$ cat src/rtl/row_max3_stream.sv
// rtl/row_max3_stream.sv - streaming 3-tap horizontal max filter with edge replication
module row_max3_stream #(
    parameter int DATA_WIDTH = 8
) (
    input  logic                  clk,
    input  logic                  rst_n,
    input  logic                  s_valid,
    output logic                  s_ready,
    input  logic [DATA_WIDTH-1:0] s_data,
    input  logic                  s_sol,
    input  logic                  s_eol,
    output logic                  m_valid,
    input  logic                  m_ready,
    output logic [DATA_WIDTH-1:0] m_data,
    output logic                  m_sol,
    output logic                  m_eol,
    output logic                  err_sol
);

    typedef enum logic [1:0] {
        IDLE  = 2'd0,
        FIRST = 2'd1,
        RUN   = 2'd2,
        FLUSH = 2'd3
    } state_t;

    state_t                state;
    logic [DATA_WIDTH-1:0] prev;
    logic [DATA_WIDTH-1:0] cur;
    // Set when the current line entered FLUSH straight from IDLE (one pixel long),
    // so the flushed pixel is both first and last of its line.
    logic                  single;

    logic                  slot_free;
    logic                  accept;
    logic                  in_line;
    logic                  restart;
    logic [DATA_WIDTH-1:0] max_pc;
    logic [DATA_WIDTH-1:0] max_cd;
    logic [DATA_WIDTH-1:0] max_pcd;

    function automatic logic [DATA_WIDTH-1:0] max2(
        input logic [DATA_WIDTH-1:0] a,
        input logic [DATA_WIDTH-1:0] b
    );
        return (a > b) ? a : b;
    endfunction

    // The output register can take a new pixel when empty or being drained this cycle.
    assign slot_free = !m_valid || m_ready;
    assign s_ready   = slot_free && (state != FLUSH);
    assign accept    = s_valid && s_ready;
    assign in_line   = (state == FIRST) || (state == RUN);
    // A beat starts a new line from IDLE, or when s_sol interrupts a line in progress.
    assign restart   = accept && ((state == IDLE) || (in_line && s_sol));

    // Window maxima: left edge uses (cur, new), interior uses all three, flush uses (prev, cur).
    always_comb begin
        max_pc  = max2(prev, cur);
        max_cd  = max2(cur, s_data);
        max_pcd = max2(max_pc, s_data);
    end

    // Line-tracking state machine with the registered output stage.
    always_ff @(posedge clk) begin
        if (!rst_n) begin
            state   <= IDLE;
            prev    <= '0;
            cur     <= '0;
            single  <= 1'b0;
            m_valid <= 1'b0;
            m_data  <= '0;
            m_sol   <= 1'b0;
            m_eol   <= 1'b0;
            err_sol <= 1'b0;
        end else begin
            // A transferred pixel leaves the register unless replaced below.
            if (m_valid && m_ready) begin
                m_valid <= 1'b0;
            end
            case (state)
                FLUSH: begin
                    if (slot_free) begin
                        m_valid <= 1'b1;
                        m_data  <= max_pc;
                        m_sol   <= single;
                        m_eol   <= 1'b1;
                        single  <= 1'b0;
                        state   <= IDLE;
                    end
                end
                default: begin
                    if (restart) begin
                        // The pending centre pixel of an interrupted line is dropped.
                        if (state != IDLE) begin
                            err_sol <= 1'b1;
                        end
                        prev   <= s_data;
                        cur    <= s_data;
                        single <= s_eol;
                        state  <= s_eol ? FLUSH : FIRST;
                    end else if (accept) begin
                        m_valid <= 1'b1;
                        m_data  <= (state == FIRST) ? max_cd : max_pcd;
                        m_sol   <= (state == FIRST);
                        m_eol   <= 1'b0;
                        prev    <= cur;
                        cur     <= s_data;
                        single  <= 1'b0;
                        state   <= s_eol ? FLUSH : RUN;
                    end
                end
            endcase
        end
    end

endmodule

$ cat config.mk
export PLATFORM = sky130hd
export DESIGN_NAME = row_max3_stream
export DESIGN_NICKNAME = d
export VERILOG_FILES = /design/src/rtl/row_max3_stream.sv
export SDC_FILE = /design/constraint.sdc
export NUM_CORES = 1
export LEC_CHECK = 0
export ABC_AREA = 1
export CAP_MARGIN = 40
export CORE_MARGIN = 1.5
export CORE_UTILIZATION = 45
export CTS_BUF_LIST = sky130_fd_sc_hd__clkbuf_2 sky130_fd_sc_hd__clkbuf_4 sky130_fd_sc_hd__clkbuf_8
export CTS_CLUSTER_DIAMETER = 40
export DETAILED_ROUTE_END_ITERATION = 16
export GPL_TIMING_DRIVEN = 0
export PLACE_DENSITY_LB_ADDON = 0.25
export SLEW_MARGIN = 20
export SYNTH_ARGS = -nofsm -noshare
export SYNTH_HDL_FRONTEND = slang
export SYNTH_SLANG_ARGS = --single-unit
$ cat constraint.sdc
create_clock -name clk -period 2.4 [get_ports clk]
set_input_delay 0.6 -clock clk [delete_from_list [all_inputs] [get_ports clk]]
set_output_delay 0.6 -clock clk [all_outputs]
set_load 0.005 [all_outputs]
# After elaboration in Yosys (flattened, before gate mapping)
# Cells that the tools add are included.
[totals]
ff_bits = 31
out_inout_bits = 13
elab_cells = 71
[op_classes]
n_lt_le_gt_ge = 3
eq_ne = 6
muxes = 34
n_bitwise = 1
n_reduce_logical = 18
[ops]
columns = ["op", "count"]
rows = [
  ["two-way mux 8 bit", 12],
  ["greater-than comparator 8 bit", 3],
  ["two-way mux 1 bit", 17],
  ["two-way mux 2 bit", 5],
  ["AND reduction 3 bit", 2],
  ["nonzero test 2 bit", 3],
  ["logical AND 1 bit", 5],
  ["== test 2 bit, second input constant", 2],
  ["!= test 2 bit, second input constant", 2],
  ["AND reduction 2 bit", 2],
  ["logical OR 1 bit", 3],
  ["nonzero test 3 bit", 1],
  ["== test 2 x 1 -> 1 bit, second input constant", 1],
  ["zero test 2 bit", 1],
  ["!= test 2 x 1 -> 1 bit, second input constant", 1],
  ["zero test 1 bit", 1],
  ["inverter 1 bit", 1],
]

# Depth between registers and ports, before layout
[logic_depth]
word_depth = 8
ltp_mapped = 25

# Least setup slack after synthesis
# No wires, ideal clock.
[synth_path]
path_type = "register -> register"
startpoint = "register cur[7]"
endpoint = "register m_data[1]"
arrival_ps = 2451
path_slack_ps = -168
stages_incl_launch_ff = 20
path_buffers = 0
cell_sequence = "dfxtp_1 > inv_1 > ha_1 > nand2_1 > nor2_2 > nand4_2 > nand2_4 > nand2_1 > nand2_1 > inv_1 > ha_1 > a21oi_1 > o21a_1 > nand2_1 > nand2_2 > nand2_1 > nand2_4 > nor2_1 > nor2_1 > nor2_1"
[synth_via]
elab_chain_cells = 8
elab_cells_between_ends = 11
classes_between = "order compare: 3; mux: 8"
[synth_rtl]
columns = ["element", "line", "text"]
rows = [
  ["start, declared", "29", "logic [DATA_WIDTH-1:0] cur;"],
  ["start signal, assigned", "99", "cur <= s_data;"],
  ["start signal, assigned", "108", "cur <= s_data;"],
  ["greater-than comparator 8 bit", "46", "return (a > b) ? a : b;"],
  ["two-way mux 8 bit", "46", ""],
  ["greater-than comparator 8 bit", "46", ""],
  ["two-way mux 8 bit", "46", ""],
  ["two-way mux 8 bit", "104", "m_data <= (state == FIRST) ? max_cd : max_pcd;"],
  ["two-way mux 8 bit", "102", "end else if (accept) begin"],
  ["two-way mux 8 bit", "93", "if (restart) begin"],
  ["two-way mux 8 bit (*)", "81", "case (state)"],
  ["end signal, assigned", "85", "m_data <= max_pc;"],
  ["end signal, assigned", "104", ""],
  ["end, declared", "14", "output logic [DATA_WIDTH-1:0] m_data,"],
]
# Mark *: on every way between the ends. The rest lies on a longest branch, timed or not. The select of a mux whose other input is x is not followed.
# A chain may end at the register's enable or synchronous reset.

# Worst setup path after layout
[layout_path]
startpoint = "register cur[1]"
endpoint = "register m_data[2]"
# The elaborated chain is that of the path after synthesis.

==> results.toml <==
[outcome]
status = "finished with violations"
violations = "negative setup slack"

[grt]
track_usage_pct = 24.3
grt_max_degree = 11
antenna_found_initial = 0
grt_pass1_vias = 2241
grt-ovfl-total = 0
grt_pass1_wl_um = 10300

[floorplan]
start_util_pct = 47.6
core_area_um2 = 4790
rows = 25
dieArea_um2 = 5500
pin_count = 27
dieHeight_um = 74.1
fp.dieW_um = 74.1

[min_path]
min_path_cells = 2
min_from = "m_eol$_SDFFE_PN0P_"
holdPathEnd = "m_eol$_SDFFE_PN0P_"
hp-class = "flip-flop to flip-flop"

[logic_synthesis]
synth_nets = 386
ys_types = 24
synth_simple_gate_area_share_pct = 32.5
synth_top_area_share_pct = 27.3
syn_inst = 345
synth_top_family_by_area = "simple AND/OR/NAND/NOR gates"
synthXorXnorAreaFrac_pct = 0
muxShareOfSynthArea_pct = 0
synth_compound_area_share_pct = 15.9
yosys_warnings = 0
synth_fa_ha_area_share_pct = 14.8
synth_largest_area_cell = "dfxtp_1"
synth_seq_area_share_pct = 27.3
synth.area.top_cells = "dfxtp_1 (27%), ha_1 (15%), nand2_1 (11%)"
avgSynthCellArea_um2 = 6.60
ys_seq_elements = 31
netlist_area_um2 = 2280

[clock_network]
cts_root_buf = "clkbuf_8"
clk_pin_slew_ns = 0.07
cts_buffers = 5
cts_tree = "done"
cts_sinks = 31
clock_latency_ns = 0.29
clockBufferDepth = 2
cts-htree-levels = 2

[detailed_routing]
vias = 2447
avgRoutedWirePerCell_um = 13.5
drtPass1Iterations = 5
wl_um = 6350
drc = 0
vias_per_cell = 5.20
ant_nets = 0
drt_iter0_markers = 169

[timing]
hold_viol_final = 0
rsz0062_at_grt = "yes"
clock.fmax_ghz = 0.363
hold_slack_ns = 0.472
max_slew_margin_pct = 68.5
skew_ns = 0.00742
maxSlewViolCount = 0
setup_ws_ns = -0.353
period_share_pct = 115
worst_slew_pin_slew_ns = 0.472
min_period_ns = 2.75
setup-violations-final = 9

[place]
portBuffers = 25
dpl_cell_area_um2 = 2720
hpwl_um = 4370
gp_congestion = 0.829

[power_and_ir_drop]
ir_drop_mv = 0.348
p_per_area_nw_per_um2 = 756
p_leak_uw = 0.00144

[critical_path]
slowest_delay_ns = 0.37
ff2ff_path_depth = 23
path_cells = "inv_4 > ha_4 > inv_2 > o21bai_1 > nand2_1 > nand2_1 > nand2_2 > nand2_4 > nand2_8 > buf_6 > nand2_2 > nand2_2 > buf_4 > buf_4 > buf_4 > buf_4 > buf_4 > buf_4 > buf_4 > buf_4 > nor2_2 > nor2_1 > nor2_1"
r2r_slack_ns = -0.35
start_kind = "flip-flop"
path_common_cell = "buf_4"
r2r-start = "cur[1]$_SDFFE_PN0P_"
cp_max_fo = 7
crit_path_end_kind = "flip-flop"
cpMaxStageDelayCell = "dfxtp_2"
crit_required_ns = 2.63
timing.rr.end = "m_data[2]$_SDFFE_PN0P_"
criticalPathCategory = "flip-flop to flip-flop"
cp.arrival_ns = 2.98

[final_layout]
syn_to_final_growth_pct = 40.9
final-seq-area_um2 = 629
final_layout_size_suffix_gt1_share_pct = 29.5
fill_cells = 411
num_antenna_cells = 0
nNetsFinal = 445
fin_area_um2 = 3210
multiInputGateArea_um2 = 1740

[job]
drv_cap = 0
-- power by group --
part,internal (uW),switching [uW],total [uW]
registers,574,41.8,616
logic,617,757,1370
clock network,225,211,436
-- stage by stage --
stage,setup slack (ns),util [%],total power (uW),cells,TNS [ns]
2_1_floorplan,-0.00450,-,1290,345,-0.0360
6_report,-0.353,67.0,2430,471,-2.66
3_3_place_gp,-0.361,56.8,1510,437,-2.78
5_1_grt,-0.540,67.0,2590,471,-4.31
3_5_place_dp,-0.418,56.8,1530,437,-3.25
4_1_cts,-0.258,64.8,2230,468,-1.90
-- cells by family after synthesis --
logic type	Yosys count
compound gates	70
simple gates	162
fa+ha+maj	27
flops	31
buf+inv	55
-- metal layers --
metal / vias up / GRT usage, % / part of all wire, %
met2: 70 / 41.5 / 49
li1: 1250 / - / -
met5: - / 0 / 0
met4: 0 / 7.61 / 1.2
met1: 1117 / 31.0 / 45
met3: 10 / 4.20 / 4.7
-- worst max-delay path: cells and delay by family (launching register included) --
| family | cells | cell delay [ns] |
|---|---|---|
| buffers and inverters | 11 | 1.19 |
| AO/OA/AOI/OAI | 1 | 0.12 |
| AND/OR/NAND/NOR | 10 | 0.74 |
| flip-flops | 1 | 0.37 |
| adder cells (fa/ha/maj) | 1 | 0.26 |
-- worst max path at each step --
stage               depth (start not counted)                endpoint           startpoint
floorplan                                  19  m_data[0]$_SDFFE_PN0P_  cur[4]$_SDFFE_PN0P_
global placement                           19  m_data[4]$_SDFFE_PN0P_  cur[6]$_SDFFE_PN0P_
detailed placement                         19  m_data[4]$_SDFFE_PN0P_  cur[5]$_SDFFE_PN0P_
CTS                                        19  m_data[4]$_SDFFE_PN0P_  cur[6]$_SDFFE_PN0P_
global route                               26  m_data[3]$_SDFFE_PN0P_  cur[1]$_SDFFE_PN0P_
finish                                     23  m_data[2]$_SDFFE_PN0P_  cur[1]$_SDFFE_PN0P_
-- cells in the mapped netlist --
cell type   n
clkbuf_2    1
a21oi_1    38
nand2_2     6
buf_4       1
nand2_1    64
nor2_2      3
o21ai_0    27
nand3b_1    7
o21a_1      2
buf_1       1
ha_1       27
inv_2       2
buf_2       3
clkbuf_1    4
nand4_1     1
clkinv_1    1
a21o_1      1
nor2_1     43
nand4_2     2
o21bai_1    2
nand3_1    33
inv_1      42
nand2_4     3
dfxtp_1    31
-- timing repair --
item / 4_1_cts / 5_1_grt
hold buffers: 0 / 0
endpoints found under the setup margin: 9 / 9
pin swaps: 19 / 19
gates cloned: 2 / 0
gates resized for setup: 30 / 23
buffers inserted: 22 / 3
-- layout make-up --
type / count / share of cell area (%)
Multi-Input combinational cell: 261 / 54.2
Sequential cell: 31 / 19.6
Timing Repair Buffer: 50 / 13.8
Inverter: 45 / 5.66
Tap cell: 67 / 2.61
Clock buffer: 6 / 2.57
Buffer: 10 / 1.44
Clock inverter: 1 / 0.156
-- state kept, by name, indices dropped and copies added (netlist names) --
register / cells
single: 1
err_sol: 1
m_eol: 1
cur: 8
state: 2
m_valid: 1
m_sol: 1
prev: 8
m_data: 8
-- cell usage in the layout (no fill, tap or decap), types with 5 or more instances in the layout --
cell,count
a21oi_1,36
buf_4,25
clkbuf_8,6
clkdlybuf4s50_1,25
dfxtp_1,24
dfxtp_2,7
ha_1,15
ha_4,12
inv_1,27
inv_2,12
inv_4,5
nand2_1,43
nand2_2,26
nand3_1,33
nand3b_1,7
nor2_1,36
nor2_2,7
o21ai_0,27
No activity file was read; power rests on OpenSTA's default activity.
